===== src/rtl/note_display_ctrl_if.sv =====
// note_display_ctrl_if: note-event handshake from the decoder plus the glyph-drawer control bundle.
interface note_display_ctrl_if;
  logic       i_valid;
  logic [3:0] i_note;
  logic [1:0] i_octave;
  logic       o_ready;
  logic       i_wipe;
  logic [3:0] o_note;
  logic [1:0] o_octave;
  logic [7:0] o_x;
  logic [6:0] o_y;
  logic       o_ld_note;
  logic       o_clear;
  logic       o_busy;
  modport master (
    output i_valid, i_note, i_octave, i_wipe,
    input  o_ready, o_note, o_octave, o_x, o_y, o_ld_note, o_clear, o_busy
  );
  modport slave (
    input  i_valid, i_note, i_octave, i_wipe,
    output o_ready, o_note, o_octave, o_x, o_y, o_ld_note, o_clear, o_busy
  );
endinterface


===== src/rtl/note_display_ctrl.sv =====
// note_display_ctrl: queues note events and sequences one glyph draw per event onto a fixed grid, with screen clears.
module note_display_ctrl #(
  parameter int COLS         = 4,
  parameter int ROWS         = 7,
  parameter int X0           = 2,
  parameter int Y0           = 2,
  parameter int COL_PITCH    = 40,
  parameter int ROW_PITCH    = 16,
  parameter int DRAW_CYCLES  = 480,
  parameter int CLEAR_CYCLES = 19600
) (
  input logic               clk,
  input logic               reset,
  note_display_ctrl_if.slave bus
);
  localparam int CW  = $clog2((CLEAR_CYCLES > DRAW_CYCLES ? CLEAR_CYCLES : DRAW_CYCLES) + 1);
  localparam int CBW = $clog2(COLS + 1);
  localparam int RBW = $clog2(ROWS + 1);

  typedef enum logic [2:0] {S_CLEAR, S_IDLE, S_LOAD, S_DRAW, S_ADV} state_t;

  state_t          r_state, w_next;
  logic [CW-1:0]   r_cnt, w_cnt;
  logic [CBW-1:0]  r_col, w_col;
  logic [RBW-1:0]  r_row, w_row;
  logic [5:0]      r_fifo [4];
  logic [1:0]      r_wr, r_rd;
  logic [2:0]      r_count;
  logic            r_wipe_pend;
  logic [3:0]      r_note;
  logic [1:0]      r_octave;
  logic [7:0]      r_x;
  logic [6:0]      r_y;
  logic            r_ld_note, r_clear;
  logic            w_pop, w_push, w_ready, w_load, w_head_ok, w_last_col, w_last_row;
  logic [5:0]      w_head;
  logic [7:0]      w_x;
  logic [6:0]      w_y;

  assign w_ready    = r_count != 3'd4;
  assign w_push     = bus.i_valid && w_ready;
  assign w_head     = r_fifo[r_rd];
  assign w_head_ok  = (w_head[5:2] != 4'd0) && (w_head[5:2] <= 4'd12);
  assign w_last_col = r_col == CBW'(COLS - 1);
  assign w_last_row = r_row == RBW'(ROWS - 1);
  assign w_load     = (r_state == S_IDLE) && (w_next == S_LOAD);
  assign w_x        = 8'(X0 + COL_PITCH * int'(r_col));
  assign w_y        = 7'(Y0 + ROW_PITCH * int'(r_row));

  always_comb begin
    w_next = r_state;
    w_cnt  = '0;
    w_col  = r_col;
    w_row  = r_row;
    w_pop  = 1'b0;
    unique case (r_state)
      S_CLEAR: begin
        w_next = (r_cnt == CW'(CLEAR_CYCLES - 1)) ? S_IDLE : S_CLEAR;
        w_cnt  = (w_next == S_CLEAR) ? r_cnt + 1'b1 : '0;
        w_col  = (w_next == S_IDLE) ? '0 : r_col;
        w_row  = (w_next == S_IDLE) ? '0 : r_row;
      end
      S_IDLE: begin
        // a pending wipe outranks queued notes; bad note codes are popped and dropped
        w_pop  = !r_wipe_pend && (r_count != 3'd0);
        w_next = r_wipe_pend ? S_CLEAR : (w_pop && w_head_ok) ? S_LOAD : S_IDLE;
      end
      S_LOAD: w_next = S_DRAW;
      S_DRAW: begin
        w_next = (r_cnt == CW'(DRAW_CYCLES - 1)) ? S_ADV : S_DRAW;
        w_cnt  = (w_next == S_DRAW) ? r_cnt + 1'b1 : '0;
      end
      S_ADV: begin
        w_col  = w_last_col ? '0 : r_col + 1'b1;
        w_row  = w_last_col ? (w_last_row ? '0 : r_row + 1'b1) : r_row;
        w_next = (w_last_col && w_last_row) ? S_CLEAR : S_IDLE;
      end
      default: w_next = S_CLEAR;
    endcase
  end

  always_ff @(posedge clk or posedge reset) begin
    if (reset) begin
      r_state     <= S_CLEAR;
      r_cnt       <= '0;
      r_col       <= '0;
      r_row       <= '0;
      r_wr        <= '0;
      r_rd        <= '0;
      r_count     <= '0;
      r_wipe_pend <= 1'b0;
      r_note      <= '0;
      r_octave    <= '0;
      r_x         <= 8'(X0);
      r_y         <= 7'(Y0);
      r_ld_note   <= 1'b0;
      r_clear     <= 1'b0;
    end else begin
      r_state     <= w_next;
      r_cnt       <= w_cnt;
      r_col       <= w_col;
      r_row       <= w_row;
      r_wr        <= r_wr + {1'b0, w_push};
      r_rd        <= r_rd + {1'b0, w_pop};
      r_count     <= r_count + {2'b0, w_push} - {2'b0, w_pop};
      r_wipe_pend <= bus.i_wipe ? 1'b1 : (w_next == S_CLEAR && r_state != S_CLEAR) ? 1'b0 : r_wipe_pend;
      r_note      <= w_load ? w_head[5:2] : r_note;
      r_octave    <= w_load ? w_head[1:0] : r_octave;
      r_x         <= w_load ? w_x : r_x;
      r_y         <= w_load ? w_y : r_y;
      r_ld_note   <= w_next == S_DRAW;
      r_clear     <= w_next != S_CLEAR;
    end
  end

  always_ff @(posedge clk) begin
    if (w_push) r_fifo[r_wr] <= {bus.i_note, bus.i_octave};
  end

  assign bus.o_ready   = w_ready;
  assign bus.o_busy    = r_state != S_IDLE;
  assign bus.o_note    = r_note;
  assign bus.o_octave  = r_octave;
  assign bus.o_x       = r_x;
  assign bus.o_y       = r_y;
  assign bus.o_ld_note = r_ld_note;
  assign bus.o_clear   = r_clear;
endmodule


===== src/flat_wrapper.sv =====
// flat-port wrapper written by rule: the top's interface ports become plain ports
module note_display_ctrl_flat 
#(
  parameter int COLS         = 4,
  parameter int ROWS         = 7,
  parameter int X0           = 2,
  parameter int Y0           = 2,
  parameter int COL_PITCH    = 40,
  parameter int ROW_PITCH    = 16,
  parameter int DRAW_CYCLES  = 480,
  parameter int CLEAR_CYCLES = 19600
)
  (clk, reset, bus_i_valid, bus_i_note, bus_i_octave, bus_i_wipe, bus_o_ready, bus_o_note, bus_o_octave, bus_o_x, bus_o_y, bus_o_ld_note, bus_o_clear, bus_o_busy);
  note_display_ctrl_if bus_i ();
  input logic clk;
  input logic reset;
  input wire logic [$bits(bus_i.i_valid)-1:0] bus_i_valid;
  input wire logic [$bits(bus_i.i_note)-1:0] bus_i_note;
  input wire logic [$bits(bus_i.i_octave)-1:0] bus_i_octave;
  input wire logic [$bits(bus_i.i_wipe)-1:0] bus_i_wipe;
  output wire logic [$bits(bus_i.o_ready)-1:0] bus_o_ready;
  output wire logic [$bits(bus_i.o_note)-1:0] bus_o_note;
  output wire logic [$bits(bus_i.o_octave)-1:0] bus_o_octave;
  output wire logic [$bits(bus_i.o_x)-1:0] bus_o_x;
  output wire logic [$bits(bus_i.o_y)-1:0] bus_o_y;
  output wire logic [$bits(bus_i.o_ld_note)-1:0] bus_o_ld_note;
  output wire logic [$bits(bus_i.o_clear)-1:0] bus_o_clear;
  output wire logic [$bits(bus_i.o_busy)-1:0] bus_o_busy;
  assign bus_i.i_valid = bus_i_valid;
  assign bus_i.i_note = bus_i_note;
  assign bus_i.i_octave = bus_i_octave;
  assign bus_i.i_wipe = bus_i_wipe;
  assign bus_o_ready = bus_i.o_ready;
  assign bus_o_note = bus_i.o_note;
  assign bus_o_octave = bus_i.o_octave;
  assign bus_o_x = bus_i.o_x;
  assign bus_o_y = bus_i.o_y;
  assign bus_o_ld_note = bus_i.o_ld_note;
  assign bus_o_clear = bus_i.o_clear;
  assign bus_o_busy = bus_i.o_busy;
  note_display_ctrl #(.COLS(COLS), .ROWS(ROWS), .X0(X0), .Y0(Y0), .COL_PITCH(COL_PITCH), .ROW_PITCH(ROW_PITCH), .DRAW_CYCLES(DRAW_CYCLES), .CLEAR_CYCLES(CLEAR_CYCLES)) u_core (.clk(clk), .reset(reset), .bus(bus_i));
endmodule

===== config.mk =====
export PLATFORM = sky130hd
export DESIGN_NAME = note_display_ctrl_flat
export DESIGN_NICKNAME = d
export VERILOG_FILES = /design/src/rtl/note_display_ctrl_if.sv /design/src/rtl/note_display_ctrl.sv /design/src/flat_wrapper.sv
export SDC_FILE = /design/constraint.sdc
export NUM_CORES = 1
export LEC_CHECK = 0
export BUFFER_PORTS_ARGS = -buffer_cell sky130_fd_sc_hd__buf_2
export CAP_MARGIN = 20
export CELL_PAD_IN_SITES_DETAIL_PLACEMENT = 1
export CELL_PAD_IN_SITES_GLOBAL_PLACEMENT = 1
export CORE_AREA = 2 2 88 90
export CTS_BUF_LIST = sky130_fd_sc_hd__clkbuf_16
export DETAILED_ROUTE_END_ITERATION = 8
export DIE_AREA = 0 0 90 92
export GPL_TIMING_DRIVEN = 0
export PLACE_DENSITY_LB_ADDON = 0.1
export SLEW_MARGIN = 20
export SYNTH_ARGS = -nofsm -noshare
export SYNTH_HDL_FRONTEND = slang
export SYNTH_SLANG_ARGS = --single-unit

===== constraint.sdc =====
create_clock -name clk -period 6.9 [get_ports clk]
set_input_delay 1.035 -clock clk [delete_from_list [all_inputs] [get_ports clk]]
set_output_delay 1.035 -clock clk [all_outputs]
set_load 0.05 [all_outputs]

Yosys cells after proc, flatten, opt, wreduce, memory -nomap -nowiden
Memory sizes are Yosys's and may differ from the RTL's.
Cells that the tools add are included.
{"block": "totals", "ff_bits": 55, "latch_bits": 0, "ram_bits": 24, "mem_bits_ro": 0, "in_bits": 10, "out_inout_bits": 25, "elab_cells": 81, "n_memories": 1}
{"block": "op_classes", "addsub": 9, "n_mul": 1, "div": 0, "order_cmp": 1, "eq_ne": 16, "shifts": 0, "mux": 20, "bitwise": 0, "n_reduce_logical": 19}
{"memory": "u_core.r_fifo", "words": 4, "word_bits": 6, "rd": 1, "rd_clocked_by_memory_dff": 0, "write_ports": 1, "line_no": "note_display_ctrl.sv:26", "rtl": "logic [5:0] r_fifo [4];"}
{"op": "15-bit 2-to-1 mux", "n": 2}
{"op": "15-bit case mux with 2 select lines", "n": 1}
{"op": "3-bit by 2-bit equality test with 1-bit output (second input constant)", "n": 6}
{"op": "3-bit 2-to-1 mux", "n": 6}
{"op": "15-bit by 1-bit adder with 15-bit output (second input constant)", "n": 1}
{"op": "15-bit equality test (second input constant)", "n": 1}
{"op": "15-bit by 9-bit equality test with 1-bit output (second input constant)", "n": 1}
{"op": "3-bit case mux with 5 select lines", "n": 1}
{"op": "3-bit case mux with 2 select lines", "n": 2}
{"op": "3-bit zero test", "n": 3}
{"op": "3-bit nonzero test", "n": 3}
{"op": "3-bit by 8-bit adder with 8-bit output (first input constant)", "n": 1}
{"op": "2-bit by 7-bit adder with 7-bit output (first input constant)", "n": 1}
{"op": "1-bit logical AND", "n": 7}
{"op": "1-bit 2-to-1 mux", "n": 7}
{"op": "3-bit by 1-bit adder with 3-bit output (second input constant)", "n": 2}
{"op": "3-bit by 1-bit equality test with 1-bit output (second input constant)", "n": 2}
{"op": "3-bit equality test (second input constant)", "n": 2}
{"op": "3-bit by 3-bit multiplier with 5-bit output (first input constant)", "n": 1}
{"op": "2-bit by 1-bit adder with 2-bit output", "n": 2}
{"op": "4-bit less-or-equal comparator (second input constant)", "n": 1}
{"op": "2-bit by 1-bit inequality test with 1-bit output (second input constant)", "n": 2}
{"op": "2-bit nonzero test", "n": 2}
{"op": "4-bit nonzero test", "n": 1}
{"op": "other kinds (8)", "n": 8}

Depth between registers and ports, before layout
Gate-level depths: netlist (run 1).
An unclocked memory read counts as a cell.
{"block": "logic_depth", "ltp_word": 11, "ltp_mapped": 11, "mapped_depth_nobuf": 10}

Least setup slack after synthesis (run 1)
No wires, ideal clock.
{"block": "synth_timing", "path_type": "reg2reg", "startpoint": "register u_core.r_state[1]", "endpoint": "register u_core.r_count[2]", "setup_time_ns": 0.125, "arrival_time_ns": 2.609, "t_required_ns": 6.775, "path_slack_ns": 4.166, "path_stages_with_launch": 12, "n_path_buf": 1, "period_less_slack_ns": 2.734, "path_cell_list": "dfrtp_1 > clkbuf_1 > or3b_2 > nor2_1 > and2_1 > ha_1 > inv_1 > ha_1 > inv_1 > fa_1 > xnor2_1 > xnor2_1"}
{"block": "synth_via", "elab_chain_len": 3}
{"element": "start, declared", "line_no": "note_display_ctrl.sv:22", "rtl": "state_t r_state, w_next;"}
{"element": "start signal, assigned", "line_no": "note_display_ctrl.sv:99", "rtl": "r_state <= w_next;"}
{"element": "3-bit by 1-bit equality test with 1-bit output", "line_no": "note_display_ctrl.sv:56", "rtl": "unique case (r_state)"}
{"element": "1-bit 2-to-1 mux", "line_no": "note_display_ctrl.sv:56"}
{"element": "3-bit by 1-bit subtractor with 3-bit output", "line_no": "note_display_ctrl.sv:105", "rtl": "r_count <= r_count + {2'b0, w_push} - {2'b0, w_pop};"}
{"element": "end signal, assigned", "line_no": "note_display_ctrl.sv:105"}
{"element": "end, declared", "line_no": "note_display_ctrl.sv:28", "rtl": "logic [2:0] r_count;"}
No other way between the ends.
A chain may end at the register's enable or synchronous reset.

Worst setup path after layout (run 1)
Ends and elaborated chain as after synthesis.

==> summary.txt, run 1 <==
Status
  – Outcome: completed

Synthesis
  – Area contributors post-synth: dfrtp_1, edfxtp_1, mux2_4
  – Synth Cell Area: 0.00321 sq mm
  – Syn avg cell area: 13.0 sq um
  – Dominant synthesized flop cell: dfrtp_1
  – Synth Warn #: 0
  – Ys async rst share: 66.7%
  – Area share of the largest cell type after synthesis: 37.4%
  – Cell taking the most area after synthesis: dfrtp_1
  – Post-synth EDFFs: 24
  – Sequential area share after synthesis: 59.9%
  – Cells after Synth: 246
  – Synthesized flop and latch total: 72
  – Synth cell types: 48

Drt
  – DRC viols: 0
  – 1st-pass router iterations: 4
  – Via count: 1977
  – Post-DRT Antenna Nets: 0
  – Initial DRC count: 60
  – WL final: 6030 microns
  – Vias per inst: 4.98
  – Avg WL per Cell: 15.2 microns

Die
  – Core area: 0.00745 sq mm
  – Die Y: 92 microns
  – FP Rows: 32
  – Die area: 0.00828 sq mm
  – Initial Util: 43.1%
  – Die W: 90 microns
  – IO Pins: 35

Clocking
  – Htree depth: 3
  – Post-CTS Setup Repair Bufs: 0
  – CTS clock-pin slew for the worst setup and hold paths: 0.05 ns
  – CTS resizes: 0
  – Clock Root Buffer: clkbuf_16
  – Post-CTS Hold Fix Bufs: 0
  – Worst-case clock buffer depth: 2
  – Total clock sinks: 72
  – Total CTS buffers: 9
  – Clock tree from TritonCTS: done
  – Worst-Skew Late Latency: 0.33 ns

Power
  – Int Pwr: 0.000768 W
  – Comb power frac: 11.4%
  – Switching part of the total: 25.1%
  – Power Dens Cells: 272 mW/mm^2
  – Leak: 1.80 nW
  – Power Total: 0.00102 W
  – Net Sw Power: 0.000257 W
  – Clock power frac: 38.6%
  – Flop pwr share: 50.1%
  – Maximum vdd ir drop: 0.108 mV

Timing
  – Final hold vios: 0
  – Final setup violating endpoints: 0
  – Total Neg Setup Slack: 0 ns
  – Max Slew Vio Count: 0
  – Fin crit share: 40.3%
  – Rel. slew slack: 49.8%
  – Clock Skew: 0.00675 ns
  – Slew @ Worst Pin: 0.746 ns
  – Fmax: 0.359 GHz
  – Tmin final: 2.78 ns
  – RSZ-0062 raised after global routing: no

Final layout
  – Diode count: 0
  – Layout cells sized above 1: 22.7%
  – Most frequent cells in the layout: dfrtp_1, nor2_1, buf_2, edfxtp_1, nand2_1
  – NumNets Final: 309
  – Commonest non-fill, non-tap cell in the layout: dfrtp_1
  – Area grow syn2layout: 17.4%

GRT
  – Total GRT Usage: 16.5%
  – Vias in the first global route: 2129
  – Gr ovfl total: 0
  – First-pass GRT wire length: 10500 microns
  – Largest net degree at the start of global routing: 34
  – Initial antenna violation count: 0

Critical path
  – R2R depth: 11
  – CP startpoint: u_core.r_state[1]
  – Crit Path Category: reg2reg
  – Flop2flop setup slack: 4.12 ns
  – CP Data Required Time: 7.14 ns
  – Worst R2R End: u_core.r_count[2]
  – Startpoint Class: flop
  – Crit path to: u_core.r_count[2]
  – Crit path capture type: flop
  – Launching point of the worst reg2reg path: u_core.r_state[1]
  – CP max FO: 9
  – Arr. time, crit path: 3.03 ns

Job
  – Max_cap viols: 0

Place
  – Gpl congestion: 0.697
  – DP HPWL: 4290 microns
  – Port Buf Inserts: 27

Min path
  – Hold Path Class: reg2reg
synthesized netlist by cell type, types with 2 or more instances:
master / n
o2bb2ai_1: 2
buf_4: 7
ha_1: 8
nand3_1: 6
conb_1: 2
nor3b_1: 2
nor4_1: 3
nor2_1: 28
edfxtp_1: 24
xor2_1: 10
mux2_4: 9
mux4_2: 6
o21ai_0: 2
and2_1: 4
xnor2_1: 7
mux2_1: 5
inv_1: 10
nand2_1: 19
nor3_1: 4
o21a_1: 2
dfrtp_1: 48
buf_6: 2
clkbuf_1: 3
and3_1: 7
nand4_1: 3
per-layer routing:
metal / routed length [microns] / track usage (%) / share of wire, % / up-vias
met1: 2830 / 21.4 / 47 / 986
met2: 2870 / 26.3 / 48 / 37
met3: 179 / 2.88 / 3.0 / 13
met5: 0 / 0 / 0 / -
met4: 151 / 9.23 / 2.5 / 0
li1: - / - / - / 941
kinds of logic (layout without fill, tap and decap cells):
group,count (synthesis),in the layout,synth area share (%)
simple gates,85,85,13.1
flops,72,72,59.9
buf+inv,23,67,3.98
mux,20,20,10.2
compound gates,18,18,4.21
xor+xnor,17,17,4.64
fa+ha+maj,9,9,3.74
other cells,2,7,0.234
worst max-delay path, stage by stage, from the launching register on:
cell and delay [ns]:
dfrtp_1 0.35, clkbuf_1 0.19, or3b_2 0.55, nor2_1 0.13, and2_1 0.27, ha_1 0.27, inv_1 0.06, ha_1 0.13
inv_1 0.05, fa_1 0.38, xnor2_1 0.17, xnor2_1 0.14
flip-flops by register name, indices dropped and copies added, names as in the netlist, 2 cells and up:
register,cells
u_core.r_state,3
u_core.bus.o_x,5
u_core.r_row,3
u_core.r_fifo,24
u_core.r_wr,2
u_core.r_count,3
u_core.bus.o_note,4
u_core.r_col,3
u_core.r_rd,2
u_core.r_cnt,15
u_core.bus.o_y,3
u_core.bus.o_octave,2
metrics by stage:
stage	utilization (%)	instances	setup slack, ns	hold slack [ns]	instance area, sq um
2_1_floorplan	-	251	4.17	0.433	3230
5_1_grt	50.6	397	3.89	0.486	3770
3_5_place_dp	47.1	381	4.10	0.463	3510
3_3_place_gp	46.9	380	3.95	0.451	3490
4_1_cts	50.5	397	4.08	0.469	3760
6_report	50.6	397	4.12	0.463	3770
final cells by class:
class | count | area (sq um)
inverters | 10 | 37.5
plain buffers | 13 | 90.1
fillers | 822 | 3680
clock inverters | 7 | 27.5
multi-input cells | 156 | 1180
flip-flops and latches | 72 | 1920
well taps | 102 | 128
clock buffers | 9 | 225
repair buffers | 28 | 155
power by group through the flow:
stage / combinational (W) / sequential [W] / clock (W)
2_1_floorplan: 0.0000893 / 0.000514 / 0
3_3_place_gp: 0.000114 / 0.000518 / 0
3_5_place_dp: 0.000119 / 0.000520 / 0
4_1_cts: 0.000120 / 0.000512 / 0.000407
5_1_grt: 0.000132 / 0.000519 / 0.000423
6_report: 0.000116 / 0.000513 / 0.000395
worst min-delay path by stage:
stage,from,endpoint,cells past startpoint
2_1_floorplan,u_core.r_cnt[0],u_core.r_cnt[0],1
3_3_place_gp,u_core.r_cnt[0],u_core.r_cnt[0],1
3_5_place_dp,u_core.r_cnt[0],u_core.r_cnt[0],1
4_1_cts,u_core.r_cnt[0],u_core.r_cnt[0],1
5_1_grt,u_core.r_cnt[0],u_core.r_cnt[0],1
6_report,u_core.r_cnt[0],u_core.r_cnt[0],1
Note: power is estimated with default switching activity, not from simulation.
==> run 2, diff against run 1 <==
--- a/config.mk
+++ b/config.mk
@@ -9,10 +9,10 @@
 export CAP_MARGIN = 20
 export CELL_PAD_IN_SITES_DETAIL_PLACEMENT = 1
 export CELL_PAD_IN_SITES_GLOBAL_PLACEMENT = 1
-export CORE_AREA = 2 2 88 90
+export CORE_AREA = 2 2 90 92
 export CTS_BUF_LIST = sky130_fd_sc_hd__clkbuf_16
 export DETAILED_ROUTE_END_ITERATION = 8
-export DIE_AREA = 0 0 90 92
+export DIE_AREA = 0 0 92 94
 export GPL_TIMING_DRIVEN = 0
 export PLACE_DENSITY_LB_ADDON = 0.1
 export SLEW_MARGIN = 20
==> constraint.sdc (replaced) <==
create_clock -name clk -period 2.3 [get_ports clk]
set_input_delay 0.345 -clock clk [delete_from_list [all_inputs] [get_ports clk]]
set_output_delay 0.345 -clock clk [all_outputs]
set_load 0.05 [all_outputs]
==> run 2 against run 1 <==
  * The run now ends with setup timing left
  * Non-clock buffer count grew 8
  * Clock power grew to 3.1 times the previous value
  * Die area is 4.4% higher
  * Register-to-register slack worse by 4.2 ns
==> summary.txt, run 2 (same netlist as run 1, synthesis figures left out) <==
Timing
  – Rel. slew slack: 51.6%
  – Clock Skew: 0.0100 ns
  – Max Slew Vio Count: 0
  – RSZ-0062 raised after global routing: yes
  – Setup WS post-layout: -0.0350 ns
  – Total Neg Setup Slack: -0.0350 ns
  – Fin crit share: 102%
  – Final setup violating endpoints: 1
  – Fmax: 0.428 GHz
  – Tmin final: 2.34 ns
  – Slew @ Worst Pin: 0.717 ns
  – Final hold vios: 0
  – Worst hold slack: 0.0127 ns

Die
  – FP Rows: 32
  – Core area: 0.00761 sq mm
  – Die area: 0.00865 sq mm
  – Initial Util: 42.2%
  – IO Pins: 35
  – Die Y: 94 microns
  – Die W: 92 microns

Clocking
  – Htree depth: 3
  – Worst-Skew Late Latency: 0.33 ns
  – CTS clock-pin slew for the worst setup and hold paths: 0.06 ns
  – Clock Root Buffer: clkbuf_16
  – Worst-case clock buffer depth: 2
  – Total clock sinks: 72
  – Total CTS buffers: 9
  – Clock tree from TritonCTS: done

Power
  – Power Dens Cells: 802 mW/mm^2
  – Maximum vdd ir drop: 0.516 mV
  – Leak: 1.87 nW

GRT
  – Vias in the first global route: 2092
  – Gr ovfl total: 0
  – Total GRT Usage: 15.8%
  – Initial antenna violation count: 0
  – First-pass GRT wire length: 10400 microns
  – Largest net degree at the start of global routing: 33

Critical path
  – Critical path depth: 11
  – Worst path top cell family by delay: adder cells
  – R2R depth: 11
  – CP startpoint: u_core.r_state[2]
  – Arr. time, crit path: 2.54 ns
  – Crit-path slowest cell: or3b_4
  – Crit Path Category: reg2reg
  – Crit path to: u_core.r_count[2]
  – Crit path top cell by count: ha_4
  – Worst R2R End: u_core.r_count[2]
  – Crit path buffers/inverters: 3
  – CP Cell Sequence: buf_8, or3b_4, nor2_4, and2_4, ha_4, inv_4, ha_4, inv_2, fa_2, xnor2_2, xnor2_1
  – CP max stage delay: 0.41 ns
  – Flop2flop setup slack: -0.04 ns
  – CP max FO: 5
  – Launching point of the worst reg2reg path: u_core.r_state[2]
  – Crit path capture type: flop
  – Startpoint Class: flop
  – CP Data Required Time: 2.50 ns

Drt
  – Avg WL per Cell: 15.4 microns
  – 1st-pass router iterations: 4
  – DRC viols: 0
  – Vias per inst: 4.97
  – WL final: 6250 microns
  – Post-DRT Antenna Nets: 0
  – Via count: 2011
  – Initial DRC count: 76

Final layout
  – Area grow syn2layout: 23.4%
  – Commonest non-fill, non-tap cell in the layout: dfrtp_1
  – Diode count: 0
  – Post-route cell area: 0.00396 sq mm
  – Final design utilization: 52.0%
  – Max reg flops: 24
  – Top reg by flops: u_core.r_fifo
  – Most frequent cells in the layout: dfrtp_1, nor2_1, buf_2, edfxtp_1, nand2_1
  – NumNets Final: 317
  – Layout cells sized above 1: 31.0%

Place
  – DP HPWL: 4230 microns
  – DP Area: 0.00355 sq mm
  – Setup Slack @ Placement: -0.155 ns
  – Port Buf Inserts: 27
  – Gpl congestion: 0.746

Status
  – Outcome: finished with violations
  – Failing checks: setup timing

Job
  – Max_cap viols: 0

Min path
  – Hold Path Class: in2async
## run 2: worst min-delay path by stage
stage / endpoint / slack, ns
2_1_floorplan: u_core.r_cnt[0] / 0.43
3_3_place_gp: u_core.r_cnt[0] / 0.45
3_5_place_dp: u_core.r_wr[1] / 0.37
4_1_cts: u_core.r_wr[0] / 0.03
5_1_grt: u_core.r_wr[1] / 0.04
6_report: u_core.r_wr[1] / 0.01
## run 2: layout make-up
class,instances,area (sq um)
tap,102,128
clock buffer,9,225
multi-input combinational,156,1260
buffer,10,98.8
clock inverter,7,33.8
timing repair buffer,39,250
inverter,10,40.0
fill,788,3650
sequential,72,1920
## run 2: where the power goes
part / switching, W / internal [W] / total, W
Clock: 0.000502 / 0.000711 / 0.00121
Sequential: 0.0000789 / 0.00147 / 0.00155
Combinational: 0.000247 / 0.000166 / 0.000414
## run 2: through the flow
stage	instances	total power, W
floorplan	251	0.00184
global placement	380	0.00193
detailed placement	381	0.00195
CTS	397	0.00319
global route	405	0.00333
finish	405	0.00318
## run 2: worst reg2reg max path, cell delays in order (launching register included)
cell     delay, ns
dfrtp_1       0.39
buf_8         0.13
or3b_4        0.41
nor2_4        0.09
and2_4        0.16
ha_4          0.20
inv_4         0.05
ha_4          0.12
inv_2         0.04
fa_2          0.36
xnor2_2       0.14
xnor2_1       0.13
## run 2: what timing repair did
action | CTS | global route
buffers inserted | 2 | 9
hold endpoints to repair | 0 | 0
hold buffers | 0 | 0
pin swaps | 3 | 7
gates resized for setup | 4 | 8
endpoints found under the setup margin | 12 | 20
## run 2: layer usage
metal	GRT usage (%)	wire (microns)	share of wire, %	vias up
li1	-	-	-	962
met1	21.4	2960	47	1009
met2	24.8	2970	47	36
met3	3.13	259	4.1	4
met4	7.34	56	0.90	0
met5	0	0	0	-
